===== config.mk =====
export PLATFORM = sky130hd
export DESIGN_NAME = hazard_forward_ctrl
export DESIGN_NICKNAME = d
export VERILOG_FILES = /design/src/rtl/hazard_forward_ctrl.sv
export SDC_FILE = /design/constraint.sdc
export NUM_CORES = 1
export LEC_CHECK = 0
export CAP_MARGIN = 40
export CORE_MARGIN = 3
export CORE_UTILIZATION = 50
export DETAILED_ROUTE_END_ITERATION = 7
export PLACE_DENSITY = 0.8
export SLEW_MARGIN = 10
export SYNTH_ARGS = -nofsm -noshare
export SYNTH_HDL_FRONTEND = slang
export SYNTH_SLANG_ARGS = --single-unit

===== constraint.sdc =====
create_clock -name clk -period 3.9 [get_ports clk]
set_input_delay 0.585 -clock clk [delete_from_list [all_inputs] [get_ports clk]]
set_output_delay 0.585 -clock clk [all_outputs]
set_load 0.005 [all_outputs]

===== src/rtl/hazard_forward_ctrl.sv =====
// Hazard/forwarding controller for the 24-bit EX operand mux.
// Define HAZARD_PERF_EN to add saturating stall/flush event counters.
module hazard_forward_ctrl #(
   parameter int REG_AW       = 4,
   parameter int FLUSH_CYCLES = 2
) (
   input  logic              clk,
   input  logic              rst,
   input  logic              idValid,
   input  logic [REG_AW-1:0] idRs1,
   input  logic [REG_AW-1:0] idRs2,
   input  logic [REG_AW-1:0] idRd,
   input  logic              idRegWrite,
   input  logic              idMemRead,
   input  logic              branchTaken,
`ifdef HAZARD_PERF_EN
   output logic [15:0]       stallCount,
   output logic [15:0]       flushCount,
`endif
   output logic              stall,
   output logic              flush,
   output logic [1:0]        fwdA,
   output logic [1:0]        fwdB
);

   typedef struct packed {
      logic              valid;
      logic [REG_AW-1:0] rd;
      logic              regWrite;
      logic              isLoad;
   } stage_t;

   typedef enum logic {RUN, FLUSH} state_t;

   localparam logic [2:0] CNT_LOAD = 3'(FLUSH_CYCLES - 1);

   state_t     state, state_nxt;
   logic [2:0] cnt, cnt_nxt;
   stage_t     ex, mem, wb;
   logic       loaduse;
   logic       advance;
   logic [1:0] fwda_nxt, fwdb_nxt;

   function automatic logic match(stage_t s, logic [REG_AW-1:0] r);
      return s.valid & s.regWrite & (s.rd == r) & (r != '0);
   endfunction

   function automatic logic [1:0] fsel(logic [REG_AW-1:0] r);
      if (match(ex, r))
         return 2'b01;
      else if (match(mem, r))
         return 2'b10;
      else
         return 2'b00;
   endfunction

   always_comb begin
      state_nxt = state;
      cnt_nxt   = cnt;
      flush     = 1'b0;
      unique case (state)
         RUN: begin
            if (branchTaken) begin
               flush     = 1'b1;
               state_nxt = FLUSH;
               cnt_nxt   = CNT_LOAD;
            end
         end
         FLUSH: begin
            flush = 1'b1;
            if (branchTaken)
               cnt_nxt = CNT_LOAD;
            else if (cnt == 3'd0)
               state_nxt = RUN;
            else
               cnt_nxt = cnt - 3'd1;
         end
         default: begin
            state_nxt = RUN;
            cnt_nxt   = 3'd0;
         end
      endcase
   end

   // Flush takes priority: the squashed ID instruction need not wait.
   always_comb begin
      loaduse = (state == RUN) & idValid & ex.isLoad
              & (match(ex, idRs1) | match(ex, idRs2));
      stall   = loaduse & ~flush;
      advance = ~stall & ~flush;
      fwda_nxt = 2'b00;
      fwdb_nxt = 2'b00;
      if (advance && idValid) begin
         fwda_nxt = fsel(idRs1);
         fwdb_nxt = fsel(idRs2);
      end
   end

   always_ff @(posedge clk or posedge rst) begin
      if (rst) begin
         state <= RUN;
         cnt   <= 3'd0;
      end else begin
         state <= state_nxt;
         cnt   <= cnt_nxt;
      end
   end

   always_ff @(posedge clk or posedge rst) begin
      if (rst) begin
         ex   <= '0;
         mem  <= '0;
         wb   <= '0;
         fwdA <= 2'b00;
         fwdB <= 2'b00;
      end else begin
         mem  <= ex;
         wb   <= mem;
         fwdA <= fwda_nxt;
         fwdB <= fwdb_nxt;
         if (advance && idValid) begin
            ex.valid    <= 1'b1;
            ex.rd       <= idRd;
            ex.regWrite <= idRegWrite;
            ex.isLoad   <= idMemRead;
         end else begin
            ex <= '0;
         end
      end
   end

`ifdef HAZARD_PERF_EN
   always_ff @(posedge clk or posedge rst) begin
      if (rst) begin
         stallCount <= 16'd0;
         flushCount <= 16'd0;
      end else begin
         if (stall && stallCount != 16'hFFFF)
            stallCount <= stallCount + 16'd1;
         if (flush && flushCount != 16'hFFFF)
            flushCount <= flushCount + 16'd1;
      end
   end
`endif

endmodule

==> After elaboration in Yosys (flattened, before gate mapping) <==
Cells that the tools add are included.
{ "classes": {"n_addsub": 1, "n_eq_ne": 6, "muxes": 16, "bitwise": 19, "reduce_logical": 5} }
{ "ops": {"columns": ["operator", "count"], "rows": [
  ["== test 4 bit", 4],
  ["bitwise AND 1 bit", 15],
  ["2-to-1 mux 2 bit", 6],
  ["2-to-1 mux 3 bit", 3],
  ["nonzero test 4 bit", 2],
  ["2-to-1 mux 7 bit", 1],
  ["case mux 3 bit (2 select lines)", 1],
  ["case mux 1 bit (2 select lines)", 2],
  ["logical NOT 3 bit", 1],
  ["2-to-1 mux 1 bit", 3],
  ["inequality test 3 bit, second input constant", 1],
  ["inverter 1 bit", 3],
  ["subtractor 3 x 1 -> 3 bit, second input constant", 1],
  ["inequality test 2 bit, second input constant", 1],
  ["AND reduction 2 bit", 1],
  ["logical AND 1 bit", 1],
  ["OR 1 bit", 1]
]} }
{ "word_totals": {"regBits": 21, "wordCells": 58} }

==> Logic depth before layout (Yosys ltp) <==
Gate-level depths: netlist of the first run.
{ "logic_depth": {"depth_word": 10, "mapped_depth": 6} }

==> Worst setup path after synthesis of the first run <==
No wires, ideal clock.
{ "synth_path": {"path_kind": "in2out", "startpoint": "input port idRs1[0]", "endpoint": "output port stall", "arrival_time_ps": 1413, "required_ps": 3315, "setup_slack_ps": 1902, "cell_stages": 4, "n_path_buf": 0, "cell_sequence": "or4_1 > and2_1 > nand4_1 > a21oi_1"} }
{ "synth_via": {"elab_chain_cells": 6} }
{ "synth_lines": {"columns": ["item", "line_no", "source"], "rows": [
  ["start, declared", "10", "input logic [REG_AW-1:0] idRs1,"],
  ["== test 4 bit", "45", "return s.valid & s.regWrite & (s.rd == r) & (r != '0);"],
  ["bitwise AND 1 bit", "45", null],
  ["bitwise AND 1 bit *", "45", null],
  ["OR 1 bit *", "88", "& (match(ex, idRs1) | match(ex, idRs2));"],
  ["bitwise AND 1 bit *", "88", null],
  ["bitwise AND 1 bit *", "89", "stall = loaduse & ~flush;"],
  ["end, declared", "20", "output logic stall,"]
]} }
Every way passes the cells marked *; elsewhere a longest branch is shown, timed or not.

==> Final worst setup path of the first run <==
Ends and elaborated chain as after synthesis.

==> results of run 1 <==
-- layout by cell type, fill, tap and decap left out, drive strengths merged, types with 3 or more instances in the layout --
cell and count:
and2 5, nand2 6, or4 3, a211oi 3, dfrtp 21, inv 5
clkdlybuf4s50 23, nor3b 4, nor3 3, xor2 7, xnor2 9, and3 5
clkbuf 3, nor2 9, nand4 6
-- metal layers --
layer | GRT usage | up-vias
li1 | - | 392
met1 | 0.203 | 392
met2 | 0.328 | 18
met3 | 0.0516 | 2
met4 | 0.0262 | 0
met5 | 0 | -
-- Yosys cell counts --
cell / instances / area [µm²]
and3_4: 2 / 22.5
or4_1: 2 / 15.0
and2_4: 1 / 8.76
clkbuf_1: 1 / 3.75
xor2_1: 7 / 61.3
nor4_1: 1 / 6.26
and3_2: 1 / 7.51
nand4_1: 6 / 37.5
and3b_1: 1 / 8.76
nand2_1: 6 / 22.5
nand2b_1: 1 / 6.26
nor3b_1: 3 / 22.5
nor3_1: 3 / 15.0
nor2b_1: 1 / 6.26
and2_1: 4 / 25.0
a21oi_1: 1 / 5.00
nor3b_2: 1 / 12.5
o22ai_1: 1 / 6.26
and3_1: 2 / 12.5
o211ai_1: 1 / 7.51
dfrtp_1: 21 / 526
ha_1: 2 / 25.0
a211oi_1: 2 / 15.0
or4_4: 1 / 11.3
a211oi_2: 1 / 12.5
xnor2_1: 9 / 78.8
nor2_1: 9 / 33.8
nand3_1: 1 / 5.00
inv_1: 5 / 18.8
or2_2: 2 / 12.5
-- where the power goes --
part           total (mW)  internal [mW]  switching, mW
Combinational       0.123         0.0637         0.0595
Sequential          0.257          0.240         0.0172
Clock               0.107         0.0390         0.0677
Total               0.487          0.343          0.144
-- state kept, by name (all words and copies together) (netlist names) --
| register | cells |
|---|---|
| state | 1 |
| fwdB | 2 |
| ex | 7 |
| cnt | 3 |
| fwdA | 2 |
| mem | 6 |
-- final timing paths --
path | slack, ps | start | end | cells after the start
max in group asynchronous | 2720 | rst | mem[5] | 2
setup reg to reg | 2220 | state | ex[1] | 4
min in group asynchronous | 700 | rst | fwdA[0] | 2
hold reg to reg | 460 | ex[4] | mem[4] | 0
hold / removal | 460 | ex[4] | mem[4] | 0
setup / recovery | 890 | idRs1[0] | stall | 6
-- worst max-delay path, delay by kind of cell --
kind                   cells  cell delay, ps
AO/OA/AOI/OAI              1              80
buffers and inverters      2             930
AND/OR/NAND/NOR            3             830
-- stage by stage --
stage	setup WS, ps	utilization	power [mW]	cells
5_1_grt	831	0.721	0.519	150
3_5_place_dp	889	0.704	0.386	146
3_3_place_gp	939	0.704	0.376	146
4_1_cts	888	0.721	0.493	150
2_1_floorplan	1900	-	0.339	99
6_report	887	0.721	0.487	150
-- logic make-up after synthesis --
family / count (synthesis) / share of synthesized area
AND/OR/NAND/NOR: 48 / 0.277
flip-flops: 21 / 0.500
AO/OA/AOI/OAI: 6 / 0.0440
buffers and inverters: 6 / 0.0214
XOR/XNOR: 16 / 0.133
adder cells (fa/ha/maj): 2 / 0.0238
-- layout make-up --
type	count	area share
Sequential cell	21	0.393
Tap cell	25	0.0234
Timing Repair Buffer	23	0.172
Clock inverter	1	0.00561
Inverter	5	0.0140
Clock buffer	3	0.0168
Multi-Input combinational cell	72	0.376
==> flow_summary.toml, run 1 <==
[run_status]
outcome = "completed"

[floorplanning]
row_count = 15
die-area_um2 = 2690
fp.dieW_um = 51.8
io_pins = 24
coreArea_um2 = 1860
start_util = 0.566
die_h_um = 51.8

[critical_path]
cpMostUsedCell = "clkdlybuf4s50_1"
crit_fanout = 4
max_stage_delay_ps = 560
cp.arrival_ps = 2430
cp-start-kind = "primary input"
cp_cell_sequence = "clkdlybuf4s50_1 -> or4_1 -> and2_1 -> nand4_1 -> a21oi_1 -> clkdlybuf4s50_1"
worstSetupPathType = "in -> out"
worst_ep_required_time_ps = 3310
worst_path_max_delay_cell = "or4_1"
cp-end-kind = "primary output"

[synth]
syn-num-nets = 119
yosysUniqueCellTypes = 30
synth_area_um2 = 1050
yosysWarningCount = 0
synth_cells = 99
yosysSeqAreaShare = 0.500
ys_ff_latch = 21
syn_area_per_cell_um2 = 10.6

[clock_tree]
postCtsSetupRepairBufs = 0
cts_hold_repair.buffers = 0
h-tree-depth = 1
clockRootBuffer = "clkbuf_4"
clock_latency_ps = 300
path_clk_slew_ps = 120
cts-resized-gates = 0
cts_tree = "yes"
cts_inserted_buffers = 3
clock_tree.buffer_depth = 2
clock_sinks = 21

[timing]
slew_violations = 0
min_period_over_period = 0.773
skew_ps = 4.05
tns_ps = 0
hold_viol_final = 0
finalSetupViolations = 0
rsz0062_at_grt = "false"
fmax_mhz = 332
tightestPinTransition_ps = 763
finalCriticalPeriod_ps = 3010
slew_headroom = 0.491
fin_hold_ws_ps = 457

[grt]
grt_use_total = 0.178
grt_start_max_net_pins = 22
grt_overflow = 0
antenna_found_initial = 0
grt_pass1_vias = 826
grt_pass1_wl_um = 3530

[route]
wl_per_cell_um = 14.1
drcViolationCount = 0
routed_wl_um = 2120
drt_pass1_iterations = 4
postRouteAntennaNets = 0
top_layer = "met4"
drt-initial-drc-count = 9
dr_wl_met3_um = 78
dr_wl_met2_um = 1110
met1_length_um = 916
num_vias = 804
viasPerCell = 5.36

[layout]
antennaDiodeCount = 0
ff_latch_area_um2 = 526
area_delta_synth_final_pct = 27.4
stdcell_area_um2 = 1340
drive_gt1_frac = 0.104
multi_input_area_um2 = 503
final_nets = 146
fillerInstances = 132

[pwr]
vdd_ir_drop_max_uv = 302
leakage_nw = 0.584
power.density_nw_per_um2 = 364

[flow_run]
cap_violations = 0

[placed_design]
placed_cell_area_um2 = 1310
hpwl_um = 1720
port_buffers = 23
gp_congestion = 0.795

[min_path]
worstHoldPathType = "reg -> reg"
No activity file was read; power rests on OpenSTA's default activity.
==> inputs of run 2 (changes only) <==
--- a/config.mk
+++ b/config.mk
@@ -7,9 +7,9 @@
 export LEC_CHECK = 0
 export CAP_MARGIN = 40
 export CORE_MARGIN = 3
-export CORE_UTILIZATION = 50
+export CORE_UTILIZATION = 48
 export DETAILED_ROUTE_END_ITERATION = 7
-export PLACE_DENSITY = 0.8
+export PLACE_DENSITY = 0.77
 export SLEW_MARGIN = 10
 export SYNTH_ARGS = -nofsm -noshare
 export SYNTH_HDL_FRONTEND = slang
==> constraint.sdc (replaced) <==
create_clock -name clk -period 2.8 [get_ports clk]
set_input_delay 0.42 -clock clk [delete_from_list [all_inputs] [get_ports clk]]
set_output_delay 0.42 -clock clk [all_outputs]
set_load 0.005 [all_outputs]
==> flow_summary.toml, run 2 (synthesis results as in run 1) <==
[run_status]
outcome = "completed"

[pwr]
p_comb_frac = 0.253
switching_share = 0.287
p_sw_mw = 0.192
power_frac_seq = 0.536
power.density_nw_per_um2 = 496
p_total_mw = 0.668
leakage_nw = 0.592
clock_power_share = 0.211
p_int_mw = 0.476
vdd_ir_drop_max_uv = 361

[route]
routed_wl_um = 1900
drcViolationCount = 0
postRouteAntennaNets = 0
drt-initial-drc-count = 2
num_vias = 768
wl_per_cell_um = 12.4
drt_pass1_iterations = 4
viasPerCell = 5.02

[clock_tree]
clock_sinks = 21
postCtsSetupRepairBufs = 0
clock_tree.buffer_depth = 2
clock_latency_ps = 290
cts_hold_repair.buffers = 0
cts_inserted_buffers = 3
h-tree-depth = 1
path_clk_slew_ps = 110
clockRootBuffer = "clkbuf_4"
cts-resized-gates = 0
cts_tree = "yes"

[placed_design]
port_buffers = 23
dp_slack_ps = 183
gp_congestion = 0.795
place_inst = 149
hpwl_um = 1570

[grt]
antenna_found_initial = 0
grt_pass1_vias = 736
grt_start_max_net_pins = 22
grt_overflow = 0
grt_use_total = 0.161
grt_pass1_wl_um = 3280

[timing]
finalCriticalPeriod_ps = 2620
timing.final.ws_setup_ps = 180
slew_violations = 0
finalSetupViolations = 0
fmax_mhz = 382
slew_headroom = 0.496
min_period_over_period = 0.936
skew_ps = 9.94
tns_ps = 0
rsz0062_at_grt = "false"
tightestPinTransition_ps = 755
hold_viol_final = 0

[min_path]
worstHoldPathType = "reg -> reg"
hp-start = "ex[5]"
hold_path_depth = 0
hold_end = "mem[5]"

[floorplanning]
coreArea_um2 = 2020
die-area_um2 = 2790
row_count = 16
fp.dieW_um = 52.8
die_h_um = 52.8
io_pins = 24
start_util = 0.520

[critical_path]
critPathTopFamily = "buffers and inverters"
worstSetupPathType = "in -> out"
cp-end-kind = "primary output"
rr_worst_depth = 4
max_stage_delay_ps = 510
crit_fanout = 4
worst_path_max_delay_cell = "or4_1"
crit_buf_inv = 2
r2r_start = "state"
cp_cell_sequence = "clkdlybuf4s50_1 -> or4_1 -> and2_1 -> nand4_1 -> a21oi_1 -> clkdlybuf4s50_1"
worst_ep_required_time_ps = 2380
cpMostUsedCell = "clkdlybuf4s50_1"
rr_endpoint = "ex[2]"
cp-start-kind = "primary input"
cp.arrival_ps = 2200
r2r_slack_ps = 1150

[layout]
antennaDiodeCount = 0
largest_register = "ex"
final_nets = 147
multi_input_area_um2 = 503
fillerInstances = 154
ff_latch_area_um2 = 526
area_delta_synth_final_pct = 28.1
fin_cells = 153
largest_reg_flops = 7
top_regs = "ex x7, mem x6, cnt x3"
final_cell_mix = "23 x clkdlybuf4s50_1, 21 x dfrtp_1, 9 x xnor2_1, 9 x nor2_1, 7 x xor2_1"
drive_gt1_frac = 0.111
final_common_cell = "clkdlybuf4s50_1"
final_core_util = 0.666

[flow_run]
cap_violations = 0
==> run 2: cell types whose count changed in the layout (fill, tap and decap cells not counted), sizes merged <==
cell,change
buf,+1
clkinv,+1
clkinvlp,-1
==> run 2: final cells by class <==
cell class / count / share of cell area
flip-flops and latches: 21 / 0.390
clock buffers: 3 / 0.0167
well taps: 27 / 0.0251
repair buffers: 24 / 0.177
inverters: 5 / 0.0139
clock inverters: 1 / 0.00372
multi-input cells: 72 / 0.374
==> run 2: worst max path at each step <==
stage,start,endpoint,slack (ps),cells past startpoint
finish,idRs1[2],stall,180,6
global route,idRs1[2],stall,110,6
floorplan,idRs1[0],stall,1130,4
detailed placement,idRs1[2],stall,180,6
CTS,idRs1[2],stall,180,6
global placement,idRs2[0],stall,190,6
==> run 2: stage by stage <==
stage	instance area (µm²)	hold WS [ps]
after global routing	1350	477
after CTS	1350	463
final	1350	456
after floorplan	1050	397
after detailed placement	1320	437
after global placement	1320	429
==> run 2: power groups by stage <==
stage | sequential [mW] | clock, mW | combinational, mW
global placement | 0.362 | 0 | 0.164
finish | 0.358 | 0.141 | 0.169
global route | 0.362 | 0.156 | 0.197
detailed placement | 0.364 | 0 | 0.171
CTS | 0.358 | 0.146 | 0.173
floorplan | 0.358 | 0 | 0.114
==> run 2: metal layers <==
layer,global-route usage,vias to the layer above,wire length (µm)
met1,0.208,356,919
met2,0.273,13,901
met4,0.0383,0,8
met5,0,-,0
li1,-,397,-
met3,0.0370,2,68
==> run 2: worst reg2reg max path, stage by stage, from the launching register on <==
cell,delay [ps]
dfrtp_1,430
and3b_1,370
nand4_1,150
o22ai_1,470
nor2_1,100
==> RTL edit 1, RTL diff (flow settings as in run 2) <==
Change the parameter `REG_AW` from 4 to 5.
--- a/src/rtl/hazard_forward_ctrl.sv
+++ b/src/rtl/hazard_forward_ctrl.sv
@@ -3,3 +3,3 @@
 module hazard_forward_ctrl #(
-   parameter int REG_AW       = 4,
+   parameter int REG_AW       = 5,
    parameter int FLUSH_CYCLES = 2
Interface: changed (resized idRd, idRs1 and idRs2); port bits go from 24 to 27. The function was not compared with the original's and may differ.
==> RTL edit 1 against run 2 <==
- power grew 9.0%
- sequential cell count grew 2
- hold slack lost 0.050 ns
- cell area grew 15%
- largest cell class unchanged
- clock power grew 6%
- routed wire length grew 28%
- highest routed layer unchanged
- sequential share of layout area shrank 1.8 points
- worst setup slack lost 0.084 ns
- maximum frequency shrank 3.1%
- via count grew 12%
- synthesized area grew 2.6%
- count of clock-buffer cells in the layout is the same
- register-to-register slack lost 0.13 ns
==> RTL edit 1: results (changes against run 2) <==
stage	metric	value	unit	change
detailed_routing	Vias/cell	4.96		was 5.02
critical_path	FF-to-FF Start	ex[4]		was state
placement	RePlAce Congestion	0.810		was 0.795
yosys	Syn Nets	123		was 119
yosys	Seq/Total Area, Yosys	53.4	%	was 50.0%
yosys	post-synthesis cell type count	23		was 30
finish	Regs by FF count	ex: 8 flops, mem: 7 flops, cnt: 3 flops		was ex: 7 flops, mem: 6 flops, cnt: 3 flops
global_route	largest net degree at the start of global routing	24		was 22
critical_path	reg2reg path depth	7		was 4
detailed_routing	final WL	2.42	mm	was 1.90 mm
critical_path	worst r2r dst	fwdB[1]		was ex[2]
yosys	synth cell count leaders	dfrtp_1 (23), nor2_1 (16), xor2_1 (13), nand2_1 (10), xnor2_1 (8)		was dfrtp_1 (21), nor2_1 (9), xnor2_1 (9), xor2_1 (7)
timing	skew final	0.00702	ns	was 0.00994 ns
critical_path	largest stage delay on the critical path	0.57	ns	was 0.51 ns
timing	Worst Max-Slew Pin Slew	0.420	ns	was 0.755 ns
critical_path	CP Max Fanout	3		was 4
placement	I/O Buffers	26		was 23
global_route	All-Layer GR Usage	20.2	%	was 16.1%
power_and_ir_drop	sw power	208	uW	was 192 uW
critical_path	CP arrival	2.28	ns	was 2.20 ns
yosys	Mapped Cells	100		was 99
critical_path	CP delay by family, top	simple AND/OR/NAND/NOR gates		was buffers and inverters
global_route	vias in the first global route	958		was 736
power_and_ir_drop	worst-case vdd ir drop	0.000363	V	was 0.000361 V
hold_path	hold path endpoint	mem[7]		was mem[5]
yosys	largest cells by area after synthesis	dfrtp_1 (53%), xor2_1 (11%), xnor2_1 (6.5%)		was dfrtp_1 (50%), xnor2_1 (7.5%), xor2_1 (5.8%)
finish	fin cells	173		was 153
global_route	first-pass GRT wire length	4.13	mm	was 3.28 mm
clock_network	CTS Buf Count	3		unchanged
detailed_routing	DRT iter0 DRCs	13		was 2
run_status	status	completed		unchanged
placement	Post-DP HPWL	1.84	mm	was 1.57 mm
critical_path	r2r setup slk	1.02	ns	was 1.15 ns
power_and_ir_drop	LEAKAGE	0.748	nW	was 0.592 nW
finish	share of layout cells above drive strength 1	17.8	%	was 11.1%
critical_path	Worst path slowest cell	or4_4		was or4_1
hold_path	min-delay src	ex[7]		was ex[5]
-- RTL edit 1: metrics by stage --
step            TNS, ns  hold slack [ns]  worst slack, ns  util (%)  cell area, sq um
5_1_grt        -0.00565            0.412         -0.00565      75.8              1550
2_1_floorplan         0            0.354            0.895         -              1080
3_5_place_dp    -0.0571            0.375          -0.0571      73.3              1500
3_3_place_gp    -0.0526            0.362          -0.0526      72.0              1470
6_report              0            0.405           0.0963      75.8              1550
4_1_cts               0            0.404          0.00320      74.4              1520
-- RTL edit 1: final cells by class --
cell class / count / area, sq um
fill: 144 / 494
clock buffer: 3 / 22.5
clock inverter: 1 / 5.00
inverter: 4 / 15.0
timing repair buffer: 42 / 402
tap: 27 / 33.8
sequential: 23 / 576
multi-input combinational: 73 / 494
-- RTL edit 1: worst reg2reg max path, delay by kind of cell, from the launching register on --
family | cells | cell delay, ns
AND/OR/NAND/NOR | 3 | 0.57
AO/OA/AOI/OAI | 1 | 0.19
flip-flops | 1 | 0.44
XOR/XNOR | 1 | 0.17
buffers and inverters | 2 | 0.31
-- RTL edit 1: cells by family after synthesis --
kind of cell    share of synthesized area (%)
flops                                    53.4
compound gates                           3.60
buf+inv                                  1.39
xor+xnor                                 17.1
simple gates                             22.3
fa+ha+maj                                2.32
-- RTL edit 1: worst max-delay path by stage --
stage	from	endpoint	slack, ns	cells past startpoint
CTS	idRs1[0]	stall	0.003	7
detailed placement	idRs2[2]	stall	-0.06	7
global placement	idRs2[2]	stall	-0.05	7
floorplan	idRs2[3]	stall	0.89	4
global route	ex[4]	stall	-0.006	6
finish	ex[5]	stall	0.1	5
-- RTL edit 1: power groups by stage --
stage	combinational (mW)	clock, mW	sequential [mW]
floorplan	0.112	0	0.391
global placement	0.179	0	0.395
detailed placement	0.190	0	0.397
CTS	0.190	0.154	0.391
global route	0.219	0.174	0.394
finish	0.189	0.149	0.390
-- RTL edit 1: timing repair --
action                     CTS  global route
gates resized for setup      5             4
setup buffers                0             2
setup endpoints to repair    1             1
pin swaps                    1             6
-- RTL edit 1: metal layers --
metal  global-route usage (%)  up-vias  wire (um)
li1                         -      423          -
met1                     22.9      405       1000
met2                     37.6       26       1240
met3                     2.54        4        151
met4                     8.09        0         29
met5                        0        -          0
==> RTL edit 2, RTL diff (flow settings as in run 2) <==
Without the edit above. Build with the macro `HAZARD_PERF_EN` defined.
--- a/src/rtl/hazard_forward_ctrl.sv
+++ b/src/rtl/hazard_forward_ctrl.sv
@@ -2,2 +2,4 @@
 // Define HAZARD_PERF_EN to add saturating stall/flush event counters.
+`define HAZARD_PERF_EN
+
 module hazard_forward_ctrl #(
Check against the original RTL (old outputs only; new: flushCount and stallCount): equivalent (equiv_simple and equiv_induct, registers matched by name and starting in step).
==> RTL edit 2 against run 2 <==
- die area rose by 110%
- routed wire length grew to 2.5 times the old value
- via count grew 140%
- clock skew is 0.0031 ns lower
- worst setup slack got worse by 0.035 ns
- maximum frequency fell by 1.3%
- sequential cell count grew 32
- cell area rose by 140%
- global-route usage rose by 1.2 points
- power rose to 2.7 times the old value
- count of clock-buffer cells in the layout is 5 higher
- synthesized area up 130%
==> RTL edit 2: results (changes against run 2) <==
stage	metric	value	unit	change
run_status	status	completed		unchanged
power_and_ir_drop	combinational power share	23.5	%	was 25.3%
clock_network	Root Buffer	clkbuf_8		was clkbuf_4
timing	skew final	0.00688	ns	was 0.00994 ns
power_and_ir_drop	sw frac	28.0	%	was 28.7%
global_route	met3 usage	4.69	%	was 3.70%
clock_network	CTS Buf Count	5		was 3
finish	share of layout cells above drive strength 1	8.74	%	was 11.1%
finish	Final nets	307		was 147
detailed_routing	Vias/cell	5.18		was 5.02
global_route	grt met1 use	21.7	%	was 20.8%
detailed_routing	Met3 Wirelength	209	um	was 68 um
clock_network	Reg clk slew, reported paths	0.09	ns	was 0.11 ns
detailed_routing	Post-Route M1 WL	2.25	mm	was 919 um
yosys	Mapped Cells	218		was 99
critical_path	FF-to-FF Start	ex[4]		was state
power_and_ir_drop	LEAKAGE	1.42	nW	was 0.592 nW
global_route	All-Layer GR Usage	17.3	%	was 16.1%
finish	Regs by FF count	flushCount: 16 flops, stallCount: 16 flops, ex: 7 flops		was ex: 7 flops, mem: 6 flops, cnt: 3 flops
placement	Post-DP HPWL	3.37	mm	was 1.57 mm
placement	number of cells after detailed placement	345		was 149
detailed_routing	final WL	4.75	mm	was 1.90 mm
detailed_routing	vias	1830		was 768
yosys	synth cell count leaders	dfrtp_1 (53), xnor2_1 (27), xor2_1 (14), nand4_1 (13)		was dfrtp_1 (21), nor2_1 (9), xnor2_1 (9), xor2_1 (7)
timing	Tmin final	2.65	ns	was 2.62 ns
critical_path	CP arrival	2.23	ns	was 2.20 ns
critical_path	worst r2r dst	stallCount[1]		was ex[2]
timing	final hold slack	0.378	ns	was 0.456 ns
clock_network	H-tree depth	2		was 1
critical_path	largest stage delay on the critical path	0.54	ns	was 0.51 ns
yosys	largest cells by area after synthesis	dfrtp_1 (54%), xnor2_1 (9.7%), xor2_1 (5.0%)		was dfrtp_1 (50%), xnor2_1 (7.5%), xor2_1 (5.8%)
yosys	Seq/Total Area, Yosys	54.4	%	was 50.0%
placement	I/O Buffers	55		was 23
global_route	vias in the first global route	1877		was 736
timing	Worst Max-Slew Pin Slew	0.650	ns	was 0.755 ns
critical_path	reg2reg path depth	7		was 4
power_and_ir_drop	P_int	1.28	mW	was 476 uW
detailed_routing	DRT iter0 DRCs	62		was 2
yosys	Syn Nets	240		was 119
placement	RePlAce Congestion	0.838		was 0.795
detailed_routing	Met2 Routed Length	2.23	mm	was 901 um
## RTL edit 2: cell count changes after synthesis, sizes merged, moves of 4 or more
cell | before | now
mux2 | 0 | 4
nand4 | 6 | 14
nand2 | 6 | 12
dfrtp | 21 | 53
nor3 | 3 | 12
xor2 | 7 | 14
and3 | 5 | 12
nand3 | 1 | 10
nor3b | 4 | 0
xnor2 | 9 | 27
## RTL edit 2: layout make-up
class / count / area (sq um)
Fill cell: 417 / 1630
Sequential cell: 53 / 1330
Multi-Input combinational cell: 156 / 1070
Timing Repair Buffer: 62 / 603
Tap cell: 67 / 83.8
Clock buffer: 8 / 80.1
Inverter: 7 / 26.3
## RTL edit 2: logic make-up (layout without fill, tap and decap cells)
kind of cell,count (synthesis),after routing,share of synthesized area [%]
AOI/OAI and AO/OA,11,11,3.33
xor gates and xnor gates,41,41,14.7
adders and majority gates,4,4,2.05
buffers and inverters,9,77,1.69
DFF,53,53,54.4
muxes,4,4,1.85
and+or+nand+nor,96,96,22.0
